## config.mk

```make
export PLATFORM = sky130hd
export DESIGN_NAME = compute_issue_ctrl_flat
export DESIGN_NICKNAME = d
export VERILOG_FILES = /design/src/rtl/compute_ctrl_pkg.sv /design/src/rtl/compute_issue_ctrl_if.sv /design/src/rtl/ctrl_delay_line.sv /design/src/rtl/compute_issue_ctrl.sv /design/src/flat_wrapper.sv
export SDC_FILE = /design/constraint.sdc
export NUM_CORES = 1
export LEC_CHECK = 0
export CAP_MARGIN = 20
export CORE_ASPECT_RATIO = 1.5
export CORE_MARGIN = 1
export CORE_UTILIZATION = 56
export DETAILED_ROUTE_END_ITERATION = 16
export PLACE_DENSITY = 0.95
export SETUP_SLACK_MARGIN = 0.02
export SLEW_MARGIN = 30
export SYNTH_ARGS = -nofsm -noshare
export SYNTH_HDL_FRONTEND = slang
export SYNTH_HIERARCHICAL = 1
export SYNTH_SLANG_ARGS = --single-unit
export TNS_END_PERCENT = 20
```

## constraint.sdc

```tcl
create_clock -name clk -period 5.6 [get_ports clk]
set_input_delay 1.12 -clock clk [delete_from_list [all_inputs] [get_ports clk]]
set_output_delay 1.12 -clock clk [all_outputs]
set_load 0.01 [all_outputs]
```

## src/rtl/compute_ctrl_pkg.sv

```systemverilog
// Shared definitions for the compute-unit command sequencer: opcodes,
// FSM states and the per-element tag carried down the control delay line.
package compute_ctrl_pkg;

   localparam int unsigned OP_ARITH = 0;
   localparam int unsigned OP_CALC  = 1;
   localparam int unsigned OP_COMP  = 2;
   localparam int unsigned OP_CAST  = 3;

   typedef enum logic [1:0] {
      ST_IDLE  = 2'd0,
      ST_ISSUE = 2'd1,
      ST_DRAIN = 2'd2
   } issue_state_e;

   typedef struct packed {
      logic valid;
      logic first;
      logic last;
   } ctrl_tag_t;

endpackage

```

## src/rtl/compute_issue_ctrl_if.sv

```systemverilog
// Command handshake bundle between a command source (master) and the
// issue controller (slave).
interface compute_issue_ctrl_if #(
   parameter int OPCODE_BITS   = 4,
   parameter int FUNCTION_BITS = 4,
   parameter int ADDR_WIDTH    = 16,
   parameter int COUNT_WIDTH   = 16
);
   logic                     cmd_valid;
   logic                     cmd_ready;
   logic [OPCODE_BITS-1:0]   cmd_opcode;
   logic [FUNCTION_BITS-1:0] cmd_fn;
   logic [ADDR_WIDTH-1:0]    cmd_src0_base;
   logic [ADDR_WIDTH-1:0]    cmd_src1_base;
   logic [ADDR_WIDTH-1:0]    cmd_dst_base;
   logic [COUNT_WIDTH-1:0]   cmd_count;
   logic                     cmd_reduction;
   logic                     cmd_reduction_dim;

   modport master (
      output cmd_valid, cmd_opcode, cmd_fn, cmd_src0_base, cmd_src1_base,
             cmd_dst_base, cmd_count, cmd_reduction, cmd_reduction_dim,
      input  cmd_ready
   );

   modport slave (
      input  cmd_valid, cmd_opcode, cmd_fn, cmd_src0_base, cmd_src1_base,
             cmd_dst_base, cmd_count, cmd_reduction, cmd_reduction_dim,
      output cmd_ready
   );
endinterface

```

## src/rtl/ctrl_delay_line.sv

```systemverilog
// Shift pipe of {valid, first, last} tags following each issued read, with
// a tap where operands reach the compute unit and one where its result appears.
module ctrl_delay_line
   import compute_ctrl_pkg::*;
#(
   parameter int DEPTH = 2,
   parameter int TAP   = 1
) (
   input  logic      clk,
   input  logic      reset,
   input  ctrl_tag_t in_tag,
   output ctrl_tag_t tap_tag,
   output ctrl_tag_t out_tag,
   output logic      pending
);
   ctrl_tag_t pipe_q [1:DEPTH];
   ctrl_tag_t pipe_d [1:DEPTH];

   always_comb begin
      pipe_d[1] = in_tag;
      for (int s = 2; s <= DEPTH; s++) begin
         pipe_d[s] = pipe_q[s-1];
      end
   end

   always_ff @(posedge clk) begin
      for (int s = 1; s <= DEPTH; s++) begin
         if (reset) pipe_q[s] <= '0;
         else       pipe_q[s] <= pipe_d[s];
      end
   end

   // True while anything will still be in flight after this cycle's shift;
   // the final stage leaves the pipe at the coming edge.
   always_comb begin
      pending = 1'b0;
      for (int s = 1; s < DEPTH; s++) begin
         pending = pending | pipe_q[s].valid;
      end
   end

   assign tap_tag = pipe_q[TAP];
   assign out_tag = pipe_q[DEPTH];

endmodule

```

## src/rtl/compute_issue_ctrl.sv

```systemverilog
// Command sequencer for one compute_unit lane: issues operand reads, aligns
// compute-unit controls with operand arrival and strobes result writes.
module compute_issue_ctrl
   import compute_ctrl_pkg::*;
#(
   parameter int OPCODE_BITS   = 4,
   parameter int FUNCTION_BITS = 4,
   parameter int ADDR_WIDTH    = 16,
   parameter int COUNT_WIDTH   = 16,
   parameter int RD_LATENCY    = 1,
   parameter int CU_LATENCY    = 1
) (
   input  logic                     clk,
   input  logic                     reset,
   compute_issue_ctrl_if.slave      cmd,
   output logic                     rd_en,
   output logic [ADDR_WIDTH-1:0]    rd_addr0,
   output logic [ADDR_WIDTH-1:0]    rd_addr1,
   output logic [OPCODE_BITS-1:0]   cu_opcode,
   output logic [FUNCTION_BITS-1:0] cu_fn,
   output logic                     cu_acc_reset,
   output logic                     cu_reduction_flag,
   output logic                     cu_reduction_dim,
   output logic                     wr_en,
   output logic [ADDR_WIDTH-1:0]    wr_addr,
   output logic                     busy,
   output logic                     done
);
   localparam int DEPTH = RD_LATENCY + CU_LATENCY;

   issue_state_e             state_q, state_d;
   logic [OPCODE_BITS-1:0]   opcode_q, opcode_d;
   logic [FUNCTION_BITS-1:0] fn_q, fn_d;
   logic [ADDR_WIDTH-1:0]    dst_q, dst_d;
   logic [ADDR_WIDTH-1:0]    rd_addr0_q, rd_addr0_d;
   logic [ADDR_WIDTH-1:0]    rd_addr1_q, rd_addr1_d;
   logic [ADDR_WIDTH-1:0]    wr_cnt_q, wr_cnt_d;
   logic [COUNT_WIDTH-1:0]   count_q, count_d;
   logic [COUNT_WIDTH-1:0]   idx_q, idx_d;
   logic                     reduction_q, reduction_d;
   logic                     dim_q, dim_d;
   logic                     rd_en_q, rd_en_d;
   logic                     first_q, first_d;
   logic                     last_q, last_d;
   logic                     done_q, done_d;
   logic                     cmd_ready_w, cmd_hs, pending;
   ctrl_tag_t                tap_tag, out_tag;

   assign cmd_ready_w   = (state_q == ST_IDLE);
   assign cmd.cmd_ready = cmd_ready_w;
   assign cmd_hs        = cmd.cmd_valid & cmd_ready_w;

   ctrl_delay_line #(.DEPTH(DEPTH), .TAP(RD_LATENCY)) u_delay (
      .clk     (clk),
      .reset   (reset),
      .in_tag  ('{valid: rd_en_q, first: first_q, last: last_q}),
      .tap_tag (tap_tag),
      .out_tag (out_tag),
      .pending (pending)
   );

   // The last flag is computed one element ahead so the counter never needs
   // to reach N, which keeps the maximum count free of overflow.
   always_comb begin
      state_d     = state_q;
      opcode_d    = opcode_q;
      fn_d        = fn_q;
      dst_d       = dst_q;
      count_d     = count_q;
      reduction_d = reduction_q;
      dim_d       = dim_q;
      idx_d       = idx_q;
      rd_addr0_d  = rd_addr0_q;
      rd_addr1_d  = rd_addr1_q;
      rd_en_d     = 1'b0;
      first_d     = 1'b0;
      last_d      = 1'b0;
      done_d      = 1'b0;
      wr_cnt_d    = out_tag.valid ? wr_cnt_q + ADDR_WIDTH'(1) : wr_cnt_q;
      unique case (state_q)
         ST_IDLE: begin
            if (cmd_hs) begin
               opcode_d    = cmd.cmd_opcode;
               fn_d        = cmd.cmd_fn;
               dst_d       = cmd.cmd_dst_base;
               count_d     = cmd.cmd_count;
               reduction_d = cmd.cmd_reduction;
               dim_d       = cmd.cmd_reduction_dim;
               idx_d       = '0;
               wr_cnt_d    = '0;
               if (cmd.cmd_count == '0) begin
                  done_d = 1'b1;
               end else begin
                  state_d    = ST_ISSUE;
                  rd_en_d    = 1'b1;
                  first_d    = 1'b1;
                  last_d     = (cmd.cmd_count == COUNT_WIDTH'(1));
                  rd_addr0_d = cmd.cmd_src0_base;
                  rd_addr1_d = cmd.cmd_src1_base;
               end
            end
         end
         ST_ISSUE: begin
            if (last_q) begin
               state_d = ST_DRAIN;
            end else begin
               rd_en_d    = 1'b1;
               idx_d      = idx_q + COUNT_WIDTH'(1);
               last_d     = (idx_q + COUNT_WIDTH'(1)) == (count_q - COUNT_WIDTH'(1));
               rd_addr0_d = rd_addr0_q + ADDR_WIDTH'(1);
               rd_addr1_d = rd_addr1_q + ADDR_WIDTH'(1);
            end
         end
         ST_DRAIN: begin
            if (!pending) begin
               state_d = ST_IDLE;
               done_d  = 1'b1;
            end
         end
         default: state_d = ST_IDLE;
      endcase
   end

   always_ff @(posedge clk) begin
      if (reset) begin
         state_q     <= ST_IDLE;
         opcode_q    <= '0;
         fn_q        <= '0;
         dst_q       <= '0;
         count_q     <= '0;
         reduction_q <= 1'b0;
         dim_q       <= 1'b0;
         idx_q       <= '0;
         rd_addr0_q  <= '0;
         rd_addr1_q  <= '0;
         wr_cnt_q    <= '0;
         rd_en_q     <= 1'b0;
         first_q     <= 1'b0;
         last_q      <= 1'b0;
         done_q      <= 1'b0;
      end else begin
         state_q     <= state_d;
         opcode_q    <= opcode_d;
         fn_q        <= fn_d;
         dst_q       <= dst_d;
         count_q     <= count_d;
         reduction_q <= reduction_d;
         dim_q       <= dim_d;
         idx_q       <= idx_d;
         rd_addr0_q  <= rd_addr0_d;
         rd_addr1_q  <= rd_addr1_d;
         wr_cnt_q    <= wr_cnt_d;
         rd_en_q     <= rd_en_d;
         first_q     <= first_d;
         last_q      <= last_d;
         done_q      <= done_d;
      end
   end

   // A reduction folds every element into one result written to the base address.
   assign rd_en             = rd_en_q;
   assign rd_addr0          = rd_addr0_q;
   assign rd_addr1          = rd_addr1_q;
   assign cu_opcode         = opcode_q;
   assign cu_fn             = fn_q;
   assign cu_reduction_dim  = dim_q;
   assign cu_acc_reset      = tap_tag.valid & tap_tag.first;
   assign cu_reduction_flag = reduction_q & tap_tag.valid & ~tap_tag.first;
   assign wr_en             = out_tag.valid & (~reduction_q | out_tag.last);
   assign wr_addr           = reduction_q ? dst_q : dst_q + wr_cnt_q;
   assign busy              = (state_q != ST_IDLE);
   assign done              = done_q;

endmodule

```

## src/flat_wrapper.sv

```systemverilog
// flat-port wrapper written by rule: the top's interface ports become plain ports
module compute_issue_ctrl_flat import compute_ctrl_pkg::*;
#(
   parameter int OPCODE_BITS   = 4,
   parameter int FUNCTION_BITS = 4,
   parameter int ADDR_WIDTH    = 16,
   parameter int COUNT_WIDTH   = 16,
   parameter int RD_LATENCY    = 1,
   parameter int CU_LATENCY    = 1
)
  (clk, reset, rd_en, rd_addr0, rd_addr1, cu_opcode, cu_fn, cu_acc_reset, cu_reduction_flag, cu_reduction_dim, wr_en, wr_addr, busy, done, cmd_cmd_valid, cmd_cmd_opcode, cmd_cmd_fn, cmd_cmd_src0_base, cmd_cmd_src1_base, cmd_cmd_dst_base, cmd_cmd_count, cmd_cmd_reduction, cmd_cmd_reduction_dim, cmd_cmd_ready);
  compute_issue_ctrl_if #(.OPCODE_BITS(OPCODE_BITS), .FUNCTION_BITS(FUNCTION_BITS), .ADDR_WIDTH(ADDR_WIDTH), .COUNT_WIDTH(COUNT_WIDTH)) cmd_i ();
  input  logic clk;
  input  logic reset;
  output logic rd_en;
  output logic [ADDR_WIDTH-1:0] rd_addr0;
  output logic [ADDR_WIDTH-1:0] rd_addr1;
  output logic [OPCODE_BITS-1:0] cu_opcode;
  output logic [FUNCTION_BITS-1:0] cu_fn;
  output logic cu_acc_reset;
  output logic cu_reduction_flag;
  output logic cu_reduction_dim;
  output logic wr_en;
  output logic [ADDR_WIDTH-1:0] wr_addr;
  output logic busy;
  output logic done;
  input wire logic [$bits(cmd_i.cmd_valid)-1:0] cmd_cmd_valid;
  input wire logic [$bits(cmd_i.cmd_opcode)-1:0] cmd_cmd_opcode;
  input wire logic [$bits(cmd_i.cmd_fn)-1:0] cmd_cmd_fn;
  input wire logic [$bits(cmd_i.cmd_src0_base)-1:0] cmd_cmd_src0_base;
  input wire logic [$bits(cmd_i.cmd_src1_base)-1:0] cmd_cmd_src1_base;
  input wire logic [$bits(cmd_i.cmd_dst_base)-1:0] cmd_cmd_dst_base;
  input wire logic [$bits(cmd_i.cmd_count)-1:0] cmd_cmd_count;
  input wire logic [$bits(cmd_i.cmd_reduction)-1:0] cmd_cmd_reduction;
  input wire logic [$bits(cmd_i.cmd_reduction_dim)-1:0] cmd_cmd_reduction_dim;
  output wire logic [$bits(cmd_i.cmd_ready)-1:0] cmd_cmd_ready;
  assign cmd_i.cmd_valid = cmd_cmd_valid;
  assign cmd_i.cmd_opcode = cmd_cmd_opcode;
  assign cmd_i.cmd_fn = cmd_cmd_fn;
  assign cmd_i.cmd_src0_base = cmd_cmd_src0_base;
  assign cmd_i.cmd_src1_base = cmd_cmd_src1_base;
  assign cmd_i.cmd_dst_base = cmd_cmd_dst_base;
  assign cmd_i.cmd_count = cmd_cmd_count;
  assign cmd_i.cmd_reduction = cmd_cmd_reduction;
  assign cmd_i.cmd_reduction_dim = cmd_cmd_reduction_dim;
  assign cmd_cmd_ready = cmd_i.cmd_ready;
  compute_issue_ctrl #(.OPCODE_BITS(OPCODE_BITS), .FUNCTION_BITS(FUNCTION_BITS), .ADDR_WIDTH(ADDR_WIDTH), .COUNT_WIDTH(COUNT_WIDTH), .RD_LATENCY(RD_LATENCY), .CU_LATENCY(CU_LATENCY)) u_core (.clk(clk), .reset(reset), .cmd(cmd_i), .rd_en(rd_en), .rd_addr0(rd_addr0), .rd_addr1(rd_addr1), .cu_opcode(cu_opcode), .cu_fn(cu_fn), .cu_acc_reset(cu_acc_reset), .cu_reduction_flag(cu_reduction_flag), .cu_reduction_dim(cu_reduction_dim), .wr_en(wr_en), .wr_addr(wr_addr), .busy(busy), .done(done));
endmodule
```

==> metrics.md <==
| Metric | Value |
|---|---|
| Layout net count | `1093` |
| Crit path max-delay cell type | `clkdlybuf4s50_1` |
| Final Hold Fails | `0` |
| Routed vias | `6919` |
| CTS tree | `yes` |
| Final Setup Violations | `0` |
| CTS Root Cell | `clkbuf_16` |
| RSZ-0062 raised after global routing | `false` |
| DR WL/cell | `16.70 um` |
| Die ar. | `0.01217 mm2` |
| Power Density | `286.2 mW/mm2` |
| DIE HEIGHT | `134.6 um` |
| Core Region | `0.01147 mm2` |
| CTS buffer count | `17` |
| Max-cap viol count | `0` |
| Final wirelength | `19340 um` |
| DRC Markers | `0` |
| CP top delay family | `compound AO/OA/AOI/OAI gates` |
| Relative slew slack | `36.18%` |
| Initial core utilization | `57.24%` |
| Syn avg cell area | `7.445 um2` |
| Cell Area, Synth | `0.006566 mm2` |
| RD Place Congestion | `0.8906` |
| CTS Hold Bufs | `0` |
| HPWL after DPL | `12180 um` |
| Static leakage | `3.282 nW` |
| # diodes | `0` |
| Part of the cycle the worst path needs | `81.76%` |
| Tmin final | `4579 ps` |
| Routed vias/inst | `5.975` |
| I/O pin count | `141` |
| Worst-path fanout max | `4` |
| Area of the multi-input gates | `0.003975 mm2` |
| Post-Syn Nets | `980` |
| Setup tns final | `0 ps` |
| Largest net degree at the start of global routing | `85` |
| Setup bufs post-CTS | `0` |
| Gr usage total | `31.43%` |
| Clock-pin slew on the worst setup and hold paths | `50 ps` |
| VDD IR max | `277.2 uV` |
| Antenna violations before repair | `0` |
| Fin cells | `1158` |
| Cell Rows | `48` |
| Worst EP arrival | `3460 ps` |
| Layout cells sized above 1 | `4.663%` |
| CTS-repair resized insts | `0` |
| Fill cells | `794` |
| Width of the die | `90.42 um` |
| Syn Inst Count | `882` |
| CTS Sinks | `117` |
| Critical path buffers and inverters | `2` |
| Crit path launch type | `register` |
| Synthesis warning total | `6` |
| Status | `finished clean` |
| Fmax | `218.4 MHz` |
| Worst hold margin | `452.8 ps` |
| Path type of the worst min-delay path | `register to register` |
| Clock latency on the worst-skew pair | `410 ps` |
| CP endpoint kind | `output pin` |
| Final Max Slew Viols | `0` |
| Placed insts | `1126` |
| Final worst setup slack | `1021 ps` |
| Slew @ Worst Pin | `953.7 ps` |
| Final antenna-violating net count | `0` |
| Number of global-route vias before repair | `6504` |
| H-tree depth | `4` |
| Reg2Reg Setup Slack | `2720 ps` |
| Worst EP required | `4480 ps` |
| Crit-path cells | `ha_1, inv_1, fa_1, nor2b_1, o21ai_0, a21boi_1, o21bai_1, a21oi_1, o41ai_1, xor2_1, o21ai_1, clkdlybuf4s50_1` |
| First-pass GRT wire length | `30840 um` |
| # port buffers | `140` |
| Design area | `0.008613 mm2` |
| Area Growth Syn to Fin | `31.17%` |
| Placed Instance Area | `0.008013 mm2` |
| Pre-CTS setup slack | `1683 ps` |
| Drt initial violations | `679` |
| Maximum clock path buffer count | `2` |
| Final Skew | `6.115 ps` |
| Total gr overflow | `0` |
| Max incr delay on CP | `540 ps` |
| CP Class | `register to output pin` |
| Register Area | `0.002344 mm2` |
| Router iterations before antenna repair | `6` |
cells in the final DEF (no fill, tap or decap), drive strengths merged, types with 9 or more instances in the layout:
master,instances
a211oi,12
a21oi,104
a22oi,12
and3,17
clkbuf,22
clkdlybuf4s50,139
dfxtp,117
ha,20
inv,13
nand2,153
nand3,27
nand4,11
nor2,106
nor2b,9
nor3,11
o21ai,58
xnor2,36
xor2,32
tightest hold or removal path: stages, from the launching register on:
cell and delay, ps:
dfxtp_1 300, nand2_1 50, a21oi_1 50
area by class of cell:
type,count,share of cell area [%]
Timing Repair Buffer,147,16.94
Clock buffer,22,5.157
Clock inverter,10,1.801
Tap cell,150,2.179
Multi-Input combinational cell,699,46.15
Sequential cell,117,27.21
Inverter,13,0.5665
report_power, final:
group | internal [mW] | switching [mW] | total, mW
combinational | 0.209 | 0.214 | 0.423
clock | 0.741 | 0.373 | 1.11
sequential | 0.877 | 0.0527 | 0.929
worst paths after layout:
| kind | from | depth (start not counted) | end |
|---|---|---|---|
| min reg2reg | u_core/cu_opcode[3] | 2 | u_core/cu_opcode[3] |
| max | u_core/wr_cnt_q[0] | 12 | wr_addr[12] |
| max reg2reg | u_core/count_q[5] | 8 | u_core/last_q |
| min | u_core/cu_opcode[3] | 2 | u_core/cu_opcode[3] |
stage by stage:
stage	util, %	total power [mW]
floorplan	-	1.174
global placement	69.68	1.342
detailed placement	69.85	1.355
CTS	75.08	2.469
global route	75.09	2.557
finish	75.09	2.465
routing by layer:
| metal | up-vias | share of wire (%) | GRT usage, % |
|---|---|---|---|
| met1 | 3146 | 38 | 33.65 |
| met4 | 0 | 5.5 | 21.86 |
| met5 | - | 0 | 0 |
| met2 | 403 | 49 | 54.83 |
| met3 | 88 | 7.8 | 7.095 |
| li1 | 3282 | - | - |
flip-flops by register name, summed over array words and instances (netlist names), 2 cells and up:
name / count
u_core/count_q: 16
u_core/cu_fn: 4
u_core/cu_opcode: 4
u_core/dst_q: 16
u_core/idx_q: 16
u_core/rd_addr0: 16
u_core/rd_addr1: 16
u_core/state_q: 2
u_core/u_delay/pipe_q: 5
u_core/wr_cnt_q: 16
Note: power is estimated with default switching activity, not from simulation.
